===== src/rtl/uart_peripheral_if.sv =====
// uart_peripheral_if: CPU peripheral bus bundle (load/store strobes, address, data) for the UART.
interface uart_peripheral_if;
  logic        MemRead;
  logic        MemWrite;
  logic [31:0] Address;
  logic [31:0] WriteData;
  logic [31:0] ReadData;
  modport master (output MemRead, MemWrite, Address, WriteData, input ReadData);
  modport slave (input MemRead, MemWrite, Address, WriteData, output ReadData);
endinterface


===== src/rtl/uart_peripheral.sv =====
// uart_peripheral: memory-mapped 8N1 UART with TXD/RXD/CON registers at BASE_ADDR+0/4/8.
// Define UART_OVERRUN_EN to add the sticky overrun flag in CON bit5.
module uart_peripheral #(
  parameter logic [31:0] BASE_ADDR = 32'h40000018,
  parameter int          BAUD_DIV  = 5208
) (
  input  logic             clk,
  input  logic             reset,
  uart_peripheral_if.slave bus,
  input  logic             uart_rx,
  output logic             uart_tx
);
  localparam int CW = $clog2(BAUD_DIV);
  localparam logic [CW-1:0] FULL = CW'(BAUD_DIV - 1);
  localparam logic [CW-1:0] HALF = CW'(BAUD_DIV / 2 - 1);
  typedef enum logic [1:0] {IDLE, START, DATA, STOP} state_t;
  state_t tx_state, tx_next, rx_state, rx_next;
  logic [CW-1:0] tx_cnt, tx_cnt_next, rx_cnt, rx_cnt_next;
  logic [2:0] tx_bit, tx_bit_next, rx_bit, rx_bit_next;
  logic [7:0] tx_byte, tx_byte_next, rx_shift, rx_shift_next, rx_data;
  logic tx_done, tx_end, tx_busy, uart_tx_next;
  logic rx_ready, rx_ok, rx_meta, rx_s, ovr;
  logic sel_txd, sel_rxd, sel_con, wr_txd, rd_rxd, rd_con;
  logic unused;
  assign sel_txd = bus.Address[31:2] == BASE_ADDR[31:2];
  assign sel_rxd = bus.Address[31:2] == BASE_ADDR[31:2] + 30'd1;
  assign sel_con = bus.Address[31:2] == BASE_ADDR[31:2] + 30'd2;
  assign wr_txd = bus.MemWrite & sel_txd & (tx_state == IDLE);
  assign rd_rxd = bus.MemRead & sel_rxd;
  assign rd_con = bus.MemRead & sel_con;
  assign tx_busy = tx_state != IDLE;
  assign unused = &{1'b0, bus.WriteData[31:8], bus.Address[1:0]};
  assign bus.ReadData = sel_txd ? {24'b0, tx_byte} :
                        sel_rxd ? {24'b0, rx_data} :
                        sel_con ? {26'b0, ovr, tx_busy, rx_ready, tx_done, 2'b0} : 32'b0;
  always_comb begin
    tx_next = tx_state;
    tx_cnt_next = tx_cnt;
    tx_bit_next = tx_bit;
    tx_byte_next = tx_byte;
    tx_end = 1'b0;
    if (tx_state == IDLE) begin
      if (wr_txd) begin
        tx_next = START;
        tx_byte_next = bus.WriteData[7:0];
      end
    end else if (tx_cnt != FULL) begin
      tx_cnt_next = tx_cnt + 1'b1;
    end else begin
      tx_cnt_next = '0;
      tx_bit_next = tx_state == DATA ? tx_bit + 3'd1 : 3'd0;
      if (tx_state == START) tx_next = DATA;
      else if (tx_state == STOP) begin
        tx_next = IDLE;
        tx_end = 1'b1;
      end else if (tx_bit == 3'd7) tx_next = STOP;
    end
    // Line level follows the next state so the output is a clean flop.
    uart_tx_next = tx_next == START ? 1'b0 : tx_next == DATA ? tx_byte_next[tx_bit_next] : 1'b1;
  end
  always_comb begin
    rx_next = rx_state;
    rx_cnt_next = rx_cnt + 1'b1;
    rx_bit_next = rx_bit;
    rx_shift_next = rx_shift;
    rx_ok = 1'b0;
    if (rx_state == IDLE) begin
      rx_cnt_next = '0;
      if (!rx_s) rx_next = START;
    end else if (rx_state == START) begin
      if (rx_cnt == HALF) begin
        rx_cnt_next = '0;
        rx_bit_next = '0;
        if (rx_s) rx_next = IDLE;
        else rx_next = DATA;
      end
    end else if (rx_cnt == FULL) begin
      rx_cnt_next = '0;
      if (rx_state == DATA) begin
        rx_shift_next = {rx_s, rx_shift[7:1]};
        rx_bit_next = rx_bit + 3'd1;
        if (rx_bit == 3'd7) rx_next = STOP;
      end else begin
        rx_ok = rx_s;
        rx_next = IDLE;
      end
    end
  end
  always_ff @(posedge clk or posedge reset) begin
    if (reset) begin
      tx_state <= IDLE;
      tx_cnt <= '0;
      tx_bit <= '0;
      tx_byte <= '0;
      tx_done <= 1'b0;
      uart_tx <= 1'b1;
      rx_state <= IDLE;
      rx_cnt <= '0;
      rx_bit <= '0;
      rx_shift <= '0;
      rx_data <= '0;
      rx_ready <= 1'b0;
      rx_meta <= 1'b1;
      rx_s <= 1'b1;
    end else begin
      tx_state <= tx_next;
      tx_cnt <= tx_cnt_next;
      tx_bit <= tx_bit_next;
      tx_byte <= tx_byte_next;
      tx_done <= tx_end | (tx_done & ~rd_con);
      uart_tx <= uart_tx_next;
      rx_state <= rx_next;
      rx_cnt <= rx_cnt_next;
      rx_bit <= rx_bit_next;
      rx_shift <= rx_shift_next;
      if (rx_ok) rx_data <= rx_shift_next;
      rx_ready <= rx_ok | (rx_ready & ~rd_rxd);
      rx_meta <= uart_rx;
      rx_s <= rx_meta;
    end
  end
`ifdef UART_OVERRUN_EN
  always_ff @(posedge clk or posedge reset) begin
    if (reset) ovr <= 1'b0;
    else ovr <= (rx_ok & rx_ready) | (ovr & ~rd_con);
  end
`else
  assign ovr = 1'b0;
`endif
endmodule


===== src/flat_wrapper.sv =====
// flat-port wrapper written by rule: the top's interface ports become plain ports
module uart_peripheral_flat 
#(
  parameter logic [31:0] BASE_ADDR = 32'h40000018,
  parameter int          BAUD_DIV  = 5208
)
  (clk, reset, uart_rx, uart_tx, bus_MemRead, bus_MemWrite, bus_Address, bus_WriteData, bus_ReadData);
  uart_peripheral_if bus_i ();
  input  logic clk;
  input  logic reset;
  input  logic uart_rx;
  output logic uart_tx;
  input wire logic [$bits(bus_i.MemRead)-1:0] bus_MemRead;
  input wire logic [$bits(bus_i.MemWrite)-1:0] bus_MemWrite;
  input wire logic [$bits(bus_i.Address)-1:0] bus_Address;
  input wire logic [$bits(bus_i.WriteData)-1:0] bus_WriteData;
  output wire logic [$bits(bus_i.ReadData)-1:0] bus_ReadData;
  assign bus_i.MemRead = bus_MemRead;
  assign bus_i.MemWrite = bus_MemWrite;
  assign bus_i.Address = bus_Address;
  assign bus_i.WriteData = bus_WriteData;
  assign bus_ReadData = bus_i.ReadData;
  uart_peripheral #(.BASE_ADDR(BASE_ADDR), .BAUD_DIV(BAUD_DIV)) u_core (.clk(clk), .reset(reset), .bus(bus_i), .uart_rx(uart_rx), .uart_tx(uart_tx));
endmodule

===== config.mk =====
export PLATFORM = sky130hd
export DESIGN_NAME = uart_peripheral_flat
export DESIGN_NICKNAME = d
export VERILOG_FILES = /design/src/rtl/uart_peripheral_if.sv /design/src/rtl/uart_peripheral.sv /design/src/flat_wrapper.sv
export SDC_FILE = /design/constraint.sdc
export NUM_CORES = 1
export LEC_CHECK = 0
export CAP_MARGIN = 25
export CORE_ASPECT_RATIO = 2
export CORE_MARGIN = 5
export CORE_UTILIZATION = 35
export DETAILED_ROUTE_END_ITERATION = 8
export GPL_TIMING_DRIVEN = 1
export SKIP_LAST_GASP = 1
export SLEW_MARGIN = 20
export SYNTH_ARGS = -nofsm -noshare
export SYNTH_HDL_FRONTEND = slang
export SYNTH_SLANG_ARGS = --single-unit

===== constraint.sdc =====
create_clock -name clk -period 2.8 [get_ports clk]
set_input_delay 0.7 -clock clk [delete_from_list [all_inputs] [get_ports clk]]
set_output_delay 0.7 -clock clk [all_outputs]
set_load 0.005 [all_outputs]

After elaboration in Yosys (flattened, before gate mapping)
Cells that the tools add are included.
{ "classes": {"add_sub_neg": 4, "magnitude_cmp": 1, "n_eq_ne": 19, "n_mux": 47, "bitwise": 11, "reduce_logical": 8} }
{ "op_table": {"columns": ["operator", "n"], "rows": [
  ["$eq 30x29->1 const B", 3],
  ["$mux 13", 5],
  ["$mux 32", 2],
  ["$mux 8", 6],
  ["$mux 2", 14],
  ["$add 13x1->13 const B", 2],
  ["$mux 3", 7],
  ["$eq 13x12->1 const B", 1],
  ["$eq 13x13->1 const B", 1],
  ["$ne 13x13->1 const B", 1],
  ["$mux 1", 11],
  ["$eq 2x2->1 const B", 4],
  ["$reduce_and 4->1", 2],
  ["$add 3x1->3 const B", 2],
  ["$and 1x1->1", 6],
  ["$eq 2x1->1 const B", 3],
  ["$eq 3x3->1 const B", 2],
  ["$reduce_bool 2->1", 3],
  ["$mux 5", 1],
  ["$logic_not 2->1", 2],
  ["$lt 3x4->1 const B", 1],
  ["$ne 2x2->1 const B", 2],
  ["$ne 4x2->1 const B", 1],
  ["$bmux 1 s3", 1],
  ["4 further kinds", 7]
]} }
{ "totals": {"regBits": 65, "in_bits": 69, "output_inout_bits": 33, "word_cells": 104} }

Longest topological paths before layout
Gate-level depths: netlist of the first run.
{ "depth": {"ltp_word": 9, "ltp_mapped": 10, "depth_no_buf": 9} }

Worst setup path after synthesis of the first run
No wires, ideal clock.
{ "synth_timing": {"path_type": "input to output", "startpoint": "input bus_Address[17]", "endpoint": "output bus_ReadData[4]", "t_arrival_ps": 2078, "t_required_ps": 2100, "path_slack_ps": 22, "cell_stages": 5, "path_buffers": 0, "path_cell_list": "or4_4 -> nor4_2 -> nor3b_2 -> a222oi_1 -> inv_1"} }
{ "synth_via": {"elab_chain_cells": 4, "elab_cells_between_ends": 6, "classes_between": "eq/ne (3); mux (3)"} }
{ "synth_lines": {"columns": ["element", "line", "rtl"], "rows": [
  ["from (decl)", "flat_wrapper.sv:15", "input wire logic [$bits(bus_i.Address)-1:0] bus_Address;"],
  ["$eq 30x29->1", "uart_peripheral.sv:27", "assign sel_con = bus.Address[31:2] == BASE_ADDR[31:2] + 30'd2;"],
  ["$mux 5", "uart_peripheral.sv:35", "sel_con ? {26'b0, ovr, tx_busy, rx_ready, tx_done, 2'b0} : 32'b0;"],
  ["$mux 32", "uart_peripheral.sv:34", "sel_rxd ? {24'b0, rx_data} :"],
  ["$mux 32 (*)", "uart_peripheral.sv:33", "assign bus.ReadData = sel_txd ? {24'b0, tx_byte} :"],
  ["to (decl)", "flat_wrapper.sv:17", "output wire logic [$bits(bus_i.ReadData)-1:0] bus_ReadData;"]
]} }
Mark *: on every way between the ends. The rest lies on a longest branch, timed or not.

Final worst setup path of the first run
{ "layout_timing": {"startpoint": "input bus_Address[7]", "endpoint": "output bus_ReadData[7]"} }
{ "layout_via": {"elab_chain_cells": 3, "elab_cells_between_ends": 4, "classes_between": "eq/ne (2); mux (2)"} }
{ "layout_lines": {"columns": ["element", "line", "rtl"], "rows": [
  ["$eq 30x29->1", "uart_peripheral.sv:26", "assign sel_rxd = bus.Address[31:2] == BASE_ADDR[31:2] + 30'd1;"],
  ["$mux 32", "uart_peripheral.sv:34", null],
  ["$mux 32 (*)", "uart_peripheral.sv:33", null]
]} }
Marks and branches as above.

==> impl_metrics.env, run 1 <==
export IMPL_dp_hpwl_um=6510
export IMPL_gp_congestion=0.826
export IMPL_grt_pass1_vias=3043
export IMPL_clkSinkCount=65
export IMPL_cp_max_fo=3
export IMPL_start_util_pct=35.5
export IMPL_synth_seq_cells=65
export IMPL_p_clk_share_pct=51.8
export IMPL_finalSetupViolCount=8
export IMPL_power_ir_vdd_worst_uv=298
export IMPL_clk_latency_ns=0.33
export IMPL_core_area_sq_mm=0.0100
export IMPL_cap_violations=0
export IMPL_cts_tree="yes"
export IMPL_slew_headroom_pct=64.3
export IMPL_pwr_share_seq_pct=43.8
export IMPL_num_rows=52
export IMPL_power_per_cell_area_mw_per_mm2=462
export IMPL_diodes=0
export IMPL_worstHoldPathType="reg2reg"
export IMPL_use_met1_pct=14.2
export IMPL_drtIter0Drc=119
export IMPL_ios=102
export IMPL_cp_cell_sequence="buf_6 -> or4_4 -> nor4_4 -> nor3b_4 -> buf_6 -> buf_6 -> buf_6 -> a22o_1 -> buf_2"
export IMPL_grt_max_degree=66
export IMPL_die_area_sq_mm=0.0124
export IMPL_routed_wl_um=8680
export IMPL_violations="setup timing"
export IMPL_switching_share_pct=21.7
export IMPL_critical_path_top_delay_family="simple AND/OR/NAND/NOR gates"
export IMPL_fin_skew_ns=0.00469
export IMPL_htree_num_levels=3
export IMPL_cpMostUsedCell="buf_6"
export IMPL_p_comb_share_pct=4.4
export IMPL_post_route_period_util_pct=108
export IMPL_layout_commonest_cell="dfrtp_1"
export IMPL_dieHeight_um=153
export IMPL_cts_root_buffer_cell="clkbuf_16"
export IMPL_synth_ff_type="dfrtp_1"
export IMPL_busiest_layer="met2"
export IMPL_min_period_ns=3.03
export IMPL_synthArstFlopShare_pct=100
export IMPL_clk_pin_slew_ns=0.06
export IMPL_overflow=0
export IMPL_yosys_area_top_type="dfrtp_1"
export IMPL_synthToLayoutAreaGrowth_pct=31.0
export IMPL_synthDistinctLibCells=55
export IMPL_synth_seq_area_share_pct=45.8
export IMPL_grt_pass1_wl_um=14400
export IMPL_layout_setup_ws_ns=-0.234
export IMPL_synthTopCellsByArea="dfrtp_1 (44%), mux2_2 (5.4%), nand2_1 (5.2%)"
export IMPL_ys_warn_count=0
export IMPL_max_stage_delay_ns=0.55
export IMPL_power_uw=2160
export IMPL_synth_edf_count=0
export IMPL_p_leak_uw=0.00224
export IMPL_synthesis_area_sq_mm=0.00356
export IMPL_antenna_found_initial=0
export IMPL_hold_ws_ns=0.356
export IMPL_gr_usage_met2_pct=28.2
export IMPL_vias=2851
export IMPL_cp_start_kind="primary input"
export IMPL_mostFrequentLayoutCells="dfrtp_1 (62), nand2_1 (48), nor2_1 (35)"
export IMPL_power_switching_uw=468
export IMPL_numCtsBuffers=9
export IMPL_dr_pass1_iters=4
export IMPL_drc=0
export IMPL_grt_util_met3_pct=2.72
export IMPL_synthCells=352
export IMPL_wire_per_inst_um=15.4
export IMPL_finalNetCount=503
export IMPL_fp_dieW_um=81.3
export IMPL_io_buffers=51
export IMPL_cp_required_ns=2.10
export IMPL_cts_hold_buffers_added=0
export IMPL_worstPathArrival_ns=2.33
export IMPL_status="finished, violations left"
export IMPL_hold_viol=0
export IMPL_fmax_ghz=0.330
export IMPL_path_class="in2out"
export IMPL_p_int_uw=1690
export IMPL_worst_pin_slew_ns=0.528
export IMPL_cp_num_buf_inv=5
export IMPL_ant_nets=0
export IMPL_slew_violations=0
export IMPL_endpoint_kind="output port"
export IMPL_netlist_area_leader_share_pct=43.6
export IMPL_rsz0062_at_grt="true"
export IMPL_clockBufferDepth=2
export IMPL_syn_avg_cell_area_sq_um=10.1
export IMPL_drive_above_1_share_pct=23.3
export IMPL_slowest_stage="or4_4"
export IMPL_grtUsageTotal_pct=15.1
export IMPL_via_per_inst=5.05
==> flip-flops by register name, summed over array words and instances, names as in the netlist <==
signal / count
u_core.rx_bit: 3
u_core.rx_state: 2
u_core.tx_cnt: 13
u_core.tx_done: 1
u_core.rx_ready: 1
u_core.tx_bit: 3
u_core.rx_meta: 1
u_core.rx_data: 8
u_core.rx_shift: 8
u_core.tx_byte: 8
u_core.uart_tx: 1
u_core.rx_cnt: 13
u_core.rx_s: 1
u_core.tx_state: 2
==> power groups by stage <==
stage / sequential, uW / combinational, uW / clock, uW
global route: 943 / 106 / 1180
floorplan: 960 / 52.0 / 0
detailed placement: 960 / 101 / 0
global placement: 960 / 100 / 0
CTS: 943 / 95.7 / 1150
finish: 944 / 95.0 / 1120
==> path summary, 6_finish.rpt <==
| check | cells after the start | slack (ns) | from | endpoint |
|---|---|---|---|---|
| setup / recovery | 9 | -0.23 | bus_Address[7] | bus_ReadData[7] |
| hold / removal | 0 | 0.36 | u_core.rx_meta$_DFF_PP1_ | u_core.rx_s$_DFF_PP1_ |
| setup reg to reg | 8 | 0.27 | u_core.tx_cnt[0]$_DFFE_PP0P_ | u_core.uart_tx$_DFF_PP1_ |
| hold reg to reg | 0 | 0.36 | u_core.rx_meta$_DFF_PP1_ | u_core.rx_s$_DFF_PP1_ |
| max in group asynchronous | 3 | 1.72 | reset | u_core.rx_s$_DFF_PP1_ |
| min in group asynchronous | 3 | 0.77 | reset | u_core.tx_cnt[11]$_DFFE_PP0P_ |
==> metal layers <==
layer,wire length [um],up-vias
li1,-,1333
met1,2880,1379
met2,4970,105
met3,417,34
met4,414,0
met5,0,-
==> cell usage after synthesis, drive strengths merged (2+ instances only) <==
library cell	n
and4b	4
xnor2	9
nand4	11
mux2i	9
and3	3
nor2	35
dfrtp	62
nor4b	5
a21oi	6
or3	2
ha	9
o21a	3
and2	2
inv	11
clkbuf	5
nand3	13
nor3	5
mux2	17
a222oi	3
o211ai	2
buf	31
xor2	13
nand2b	2
nand2	49
dfstp	3
nor2b	2
nor3b	2
a22o	7
a221oi	2
o21ai	6
nor4	5
==> area by class of cell <==
cell class                      count  area (sq um)
Clock inverter                      7          77.6
Tap cell                          135           169
Fill cell                         971          5360
Inverter                           11          41.3
Timing Repair Buffer               75           658
Clock buffer                        9           225
Multi-Input combinational cell    263          1860
Sequential cell                    65          1630
==> logic make-up after synthesis <==
kind of cell,Yosys count,synth area share (%)
other cells,1,0.105
simple gates,146,21.6
xor+xnor,22,5.41
mux,26,7.91
fa+ha+maj,9,3.16
compound gates,36,7.94
flops,65,45.8
buf+inv,47,8.08
==> metrics by stage <==
stage | cell area (sq um) | instances | setup TNS (ns) | utilization, % | setup slack (ns)
6_report | 4660 | 565 | -1.50 | 46.5 | -0.234
5_1_grt | 4660 | 565 | -2.21 | 46.5 | -0.331
4_1_cts | 4670 | 567 | -1.30 | 46.6 | -0.226
3_5_place_dp | 4170 | 536 | -8.25 | 41.7 | -0.991
3_3_place_gp | 4170 | 536 | -7.46 | 41.7 | -0.899
2_1_floorplan | 3650 | 375 | 0 | - | 0.0215
==> repair_timing <==
action	in CTS	in global routing
pin swaps	23	11
setup endpoints to repair	9	9
gates resized for setup	114	4
endpoints found under the hold margin	0	0
buffers inserted	21	2
No activity file was read; power rests on OpenSTA's default activity.
==> run 2: changes to the inputs <==
==> constraint.sdc (replaced) <==
create_clock -name clk -period 2.5 [get_ports clk]
set_input_delay 0.625 -clock clk [delete_from_list [all_inputs] [get_ports clk]]
set_output_delay 0.625 -clock clk [all_outputs]
set_load 0.005 [all_outputs]
==> run 2 against run 1 <==
The run still ends with setup timing left. Critical endpoint is now bus_ReadData[5]. Sequential share of layout area fell by 0.11 points. First-iteration DRC count up 66%. Register-to-register slack worse by 0.12 ns. Largest power group unchanged. Setup slack got worse by 0.13 ns.
==> impl_metrics.env, run 2 (synthesis gave the netlist of run 1 again) <==
export IMPL_reg_largest_list="u_core.rx_cnt: 13 flops, u_core.tx_cnt: 13 flops"
export IMPL_htree_num_levels=3
export IMPL_worstHoldPathType="reg2reg"
export IMPL_critPathLaunch="bus_Address[6]"
export IMPL_rsz0062_at_grt="true"
export IMPL_post_route_period_util_pct=115
export IMPL_r2r_slack_ns=0.15
export IMPL_core_area_sq_mm=0.0100
export IMPL_numCtsBuffers=9
export IMPL_slew_violations=0
export IMPL_dieHeight_um=153
export IMPL_power_switching_uw=525
export IMPL_fp_dieW_um=81.3
export IMPL_p_int_uw=1780
export IMPL_ant_nets=0
export IMPL_crit_end="bus_ReadData[5]"
export IMPL_drive_above_1_share_pct=23.9
export IMPL_r2r_end="u_core.uart_tx$_DFF_PP1_"
export IMPL_cp_start_kind="primary input"
export IMPL_power_per_cell_area_mw_per_mm2=494
export IMPL_finalSetupViolCount=8
export IMPL_mostFrequentLayoutCells="dfrtp_1 (62), nand2_1 (48), nor2_1 (35)"
export IMPL_dp_hpwl_um=6540
export IMPL_clockBufferDepth=2
export IMPL_path_class="in2out"
export IMPL_cap_violations=0
export IMPL_worst_pin_slew_ns=0.528
export IMPL_synthToLayoutAreaGrowth_pct=31.4
export IMPL_cts_root_buffer_cell="clkbuf_16"
export IMPL_die_area_sq_mm=0.0124
export IMPL_power_uw=2310
export IMPL_cts_tree="yes"
export IMPL_r2r_start="u_core.tx_cnt[8]$_DFFE_PP0P_"
export IMPL_p_leak_uw=0.00224
export IMPL_slowest_stage="or4_4"
export IMPL_overflow=0
export IMPL_antenna_found_initial=0
export IMPL_wire_per_inst_um=14.7
export IMPL_layout_commonest_cell="dfrtp_1"
export IMPL_cpMostUsedCell="buf_6"
export IMPL_io_buffers=51
export IMPL_max_stage_delay_ns=0.55
export IMPL_hold_depth=0
export IMPL_violations="setup timing"
export IMPL_dp_cells=553
export IMPL_endpoint_kind="output port"
export IMPL_pre_cts_slack_ns=-1.16
export IMPL_stdcell_count=578
export IMPL_clkSinkCount=65
export IMPL_clk_pin_slew_ns=0.06
export IMPL_grt_pass1_wl_um=14000
export IMPL_cp_max_fo=5
export IMPL_layout_setup_ws_ns=-0.369
export IMPL_min_period_ns=2.87
export IMPL_gp_congestion=0.853
export IMPL_slew_headroom_pct=64.3
export IMPL_cp_required_ns=1.88
export IMPL_grt_max_degree=66
export IMPL_status="finished, violations left"
export IMPL_vias=2817
export IMPL_fmax_ghz=0.349
export IMPL_grtUsageTotal_pct=14.5
export IMPL_switching_share_pct=22.7
export IMPL_p_clk_share_pct=49.8
export IMPL_dr_pass1_iters=6
export IMPL_worstPathArrival_ns=2.24
export IMPL_routed_wl_um=8500
export IMPL_grt_pass1_vias=3013
export IMPL_cts_hold_buffers_added=0
export IMPL_hold_viol=0
export IMPL_via_per_inst=4.87
export IMPL_pwr_share_seq_pct=45.8
export IMPL_fin_skew_ns=0.00712
export IMPL_power_ir_vdd_worst_uv=379
export IMPL_num_rows=52
export IMPL_clk_latency_ns=0.33
export IMPL_finalNetCount=516
export IMPL_drtIter0Drc=198
export IMPL_drc=0
export IMPL_diodes=0
export IMPL_fin_util_pct=46.7
export IMPL_ff2ff_path_depth=7
export IMPL_start_util_pct=35.5
export IMPL_ios=102
export IMPL_p_comb_share_pct=4.5
export IMPL_cp_cell_sequence="buf_6 -> or4_4 -> buf_4 -> nor3_4 -> and3_4 -> buf_6 -> a22o_1 -> clkdlybuf4s15_2"
run 2: layer usage:
layer / up-vias / wire length, um / part of all wire [%] / GRT usage [%]
li1: 1362 / - / - / -
met1: 1331 / 2910 / 34 / 13.7
met2: 102 / 4770 / 56 / 27.1
met3: 22 / 401 / 4.7 / 2.66
met4: 0 / 407 / 4.8 / 8.86
met5: - / 0 / 0 / 0
run 2: area by class of cell:
type	count	area, sq um
clock inverter	7	53.8
inverter	11	41.3
clock buffer	9	225
sequential	65	1630
timing repair buffer	87	742
multi-input combinational	264	1820
fill	989	5340
tap	135	169
run 2: per-stage QoR:
| step | hold slack, ns | cell area (sq um) | TNS (ns) |
|---|---|---|---|
| after global placement | 0.347 | 4320 | -9.80 |
| final | 0.359 | 4680 | -2.54 |
| after global routing | 0.363 | 4680 | -3.24 |
| after floorplan | 0.345 | 3660 | -0.220 |
| after detailed placement | 0.354 | 4320 | -11.09 |
| after CTS | 0.363 | 4640 | -2.74 |
run 2: timing repair:
item / in CTS / in global routing
buffers inserted: 6 / 2
endpoints found under the setup margin: 9 / 9
pin swaps: 18 / 11
cloned: 0 / 1
gates resized for setup: 94 / 10
run 2: power by group through the flow:
stage | Clock (uW) | Sequential [uW] | Combinational [uW]
after floorplan | 0 | 1070 | 58.8
after global placement | 0 | 1080 | 113
after detailed placement | 0 | 1080 | 114
after CTS | 1170 | 1060 | 103
after global routing | 1230 | 1060 | 116
final | 1150 | 1060 | 103
run 2: worst min-delay path by stage:
stage | endpoint | from | slack (ns)
3_3_place_gp | u_core.rx_s$_DFF_PP1_ | u_core.rx_meta$_DFF_PP1_ | 0.35
5_1_grt | u_core.rx_s$_DFF_PP1_ | u_core.rx_meta$_DFF_PP1_ | 0.36
3_5_place_dp | u_core.rx_s$_DFF_PP1_ | u_core.rx_meta$_DFF_PP1_ | 0.35
2_1_floorplan | u_core.rx_s$_DFF_PP1_ | u_core.rx_meta$_DFF_PP1_ | 0.35
4_1_cts | u_core.rx_s$_DFF_PP1_ | u_core.rx_meta$_DFF_PP1_ | 0.36
6_report | u_core.rx_s$_DFF_PP1_ | u_core.rx_meta$_DFF_PP1_ | 0.36
run 2: worst max-delay path, delay by kind of cell:
family / cells / cell delay (ns)
AOI/OAI and AO/OA: 1 / 0.12
and+or+nand+nor: 3 / 0.93
buffers and inverters: 4 / 0.57
==> run 3: changes to the inputs <==
==> constraint.sdc (replaced) <==
create_clock -name clk -period 3.5 [get_ports clk]
set_input_delay 0.875 -clock clk [delete_from_list [all_inputs] [get_ports clk]]
set_output_delay 0.875 -clock clk [all_outputs]
set_load 0.005 [all_outputs]
==> run 3 against run 2 <==
The run now ends clean. Largest cell class unchanged. Sequential cell count unchanged. Wire length decreased by 6.0%. Critical path type unchanged. Count of clock-buffer cells in the layout unchanged.
==> impl_metrics.env, run 3 (synthesis gave the netlist of run 1 again) <==
export IMPL_diodes=0
export IMPL_hold_viol=0
export IMPL_cts_root_buffer_cell="clkbuf_16"
export IMPL_pwr_share_seq_pct=42.9
export IMPL_grtUsageTotal_pct=14.0
export IMPL_ant_nets=0
export IMPL_post_route_period_util_pct=98.2
export IMPL_slew_violations=0
export IMPL_reg_largest_list="u_core.rx_cnt: 13 flops, u_core.tx_cnt: 13 flops"
export IMPL_p_int_uw=1360
export IMPL_power_switching_uw=403
export IMPL_antenna_found_initial=0
export IMPL_pre_cts_slack_ns=-0.739
export IMPL_core_area_sq_mm=0.0100
export IMPL_cp_required_ns=2.62
export IMPL_ff2ff_path_depth=8
export IMPL_finalSetupViolCount=0
export IMPL_p_clk_share_pct=53.0
export IMPL_worst_pin_slew_ns=0.545
export IMPL_slowest_stage="or4_4"
export IMPL_dr_pass1_iters=4
export IMPL_p_comb_share_pct=4.1
export IMPL_htree_num_levels=3
export IMPL_start_util_pct=35.5
export IMPL_stdcell_area_sq_mm=0.00448
export IMPL_endpoint_kind="output port"
export IMPL_fin_skew_ns=0.00791
export IMPL_r2r_end="u_core.uart_tx$_DFF_PP1_"
export IMPL_fmax_ghz=0.291
export IMPL_synthToLayoutAreaGrowth_pct=25.8
export IMPL_clockBufferDepth=2
export IMPL_cp_num_buf_inv=5
export IMPL_path_class="in2out"
export IMPL_num_rows=52
export IMPL_drtIter0Drc=115
export IMPL_drc=0
export IMPL_grt_max_degree=44
export IMPL_place_area_sq_mm=0.00414
export IMPL_max_stage_delay_ns=0.54
export IMPL_cp_cell_sequence="clkdlybuf4s15_1 -> or4_4 -> buf_4 -> nor3_4 -> and3_4 -> buf_6 -> a222oi_1 -> inv_1 -> buf_2"
export IMPL_r2r_start="u_core.tx_cnt[0]$_DFFE_PP0P_"
export IMPL_vias=2722
export IMPL_cp_depth=9
export IMPL_min_period_ns=3.44
export IMPL_wire_per_inst_um=14.4
export IMPL_power_ir_vdd_worst_uv=282
export IMPL_clkSinkCount=65
export IMPL_via_per_inst=4.91
export IMPL_finalNetCount=492
export IMPL_power_per_cell_area_mw_per_mm2=393
export IMPL_rsz0062_at_grt="true"
export IMPL_gp_congestion=0.835
export IMPL_critPathLaunch="bus_Address[16]"
export IMPL_ios=102
export IMPL_grt_pass1_wl_um=13600
export IMPL_slew_headroom_pct=63.2
export IMPL_layout_setup_ws_ns=0.0637
export IMPL_numCtsBuffers=9
export IMPL_crit_end="bus_ReadData[3]"
export IMPL_die_area_sq_mm=0.0124
export IMPL_drive_above_1_share_pct=17.9
export IMPL_worstHoldPathType="reg2reg"
export IMPL_overflow=0
export IMPL_cp_max_fo=3
export IMPL_dp_hpwl_um=6230
export IMPL_status="complete, no violations"
export IMPL_routed_wl_um=7990
export IMPL_clk_pin_slew_ns=0.06
export IMPL_cp_start_kind="primary input"
export IMPL_layout_commonest_cell="dfrtp_1"
export IMPL_clk_latency_ns=0.33
export IMPL_n_fill_cell=1020
export IMPL_io_buffers=51
export IMPL_cap_violations=0
export IMPL_fp_dieW_um=81.3
export IMPL_dieHeight_um=153
export IMPL_mostFrequentLayoutCells="dfrtp_1 (62), nand2_1 (48), nor2_1 (35)"
export IMPL_critical_path_top_delay_family="simple AND/OR/NAND/NOR gates"
export IMPL_cts_tree="yes"
export IMPL_switching_share_pct=22.9
export IMPL_grt_pass1_vias=2939
export IMPL_r2r_slack_ns=1.01
export IMPL_hold_ws_ns=0.358
export IMPL_p_leak_uw=0.00213
export IMPL_cts_hold_buffers_added=0
export IMPL_worstPathArrival_ns=2.56
-- run 3: worst min path at each step --
stage	start	depth (start not counted)	to
CTS	u_core.rx_meta$_DFF_PP1_	0	u_core.rx_s$_DFF_PP1_
finish	u_core.rx_meta$_DFF_PP1_	0	u_core.rx_s$_DFF_PP1_
detailed placement	u_core.rx_meta$_DFF_PP1_	0	u_core.rx_s$_DFF_PP1_
global route	u_core.rx_meta$_DFF_PP1_	0	u_core.rx_s$_DFF_PP1_
global placement	u_core.rx_meta$_DFF_PP1_	0	u_core.rx_s$_DFF_PP1_
floorplan	u_core.rx_meta$_DFF_PP1_	0	u_core.rx_s$_DFF_PP1_
-- run 3: repair_timing --
action	4_1_cts	5_1_grt
gates resized for setup	72	6
pin swaps	18	8
setup buffers	6	2
setup endpoints to repair	8	8
-- run 3: through the flow --
| step | utilization, % | instances | TNS, ns | power (uW) |
|---|---|---|---|---|
| floorplan | - | 375 | 0 | 809 |
| global placement | 41.4 | 532 | -5.55 | 847 |
| detailed placement | 41.4 | 532 | -5.66 | 849 |
| CTS | 44.6 | 553 | 0 | 1780 |
| global route | 44.7 | 554 | -0.0196 | 1830 |
| finish | 44.7 | 554 | 0 | 1760 |
-- run 3: layout make-up --
class | instances | area (sq um) | area share, %
clock buffer | 9 | 225 | 5.03
clock inverter | 7 | 85.1 | 1.90
multi-input combinational | 263 | 1780 | 39.7
timing repair buffer | 64 | 551 | 12.3
sequential | 65 | 1630 | 36.4
inverter | 11 | 41.3 | 0.922
tap | 135 | 169 | 3.77
-- run 3: power by group through the flow --
| stage | Clock, uW | Combinational [uW] | Sequential [uW] |
|---|---|---|---|
| 3_5_place_dp | 0 | 80.6 | 768 |
| 5_1_grt | 990 | 81.5 | 754 |
| 6_report | 934 | 72.3 | 755 |
| 2_1_floorplan | 0 | 41.6 | 768 |
| 4_1_cts | 952 | 72.2 | 755 |
| 3_3_place_gp | 0 | 78.9 | 768 |
-- run 3: metal layers --
metal | global-route usage, % | part of all wire [%]
met5 | 0 | 0
met3 | 2.07 | 3.8
met4 | 7.25 | 2.9
met1 | 14.1 | 35
met2 | 26.4 | 58
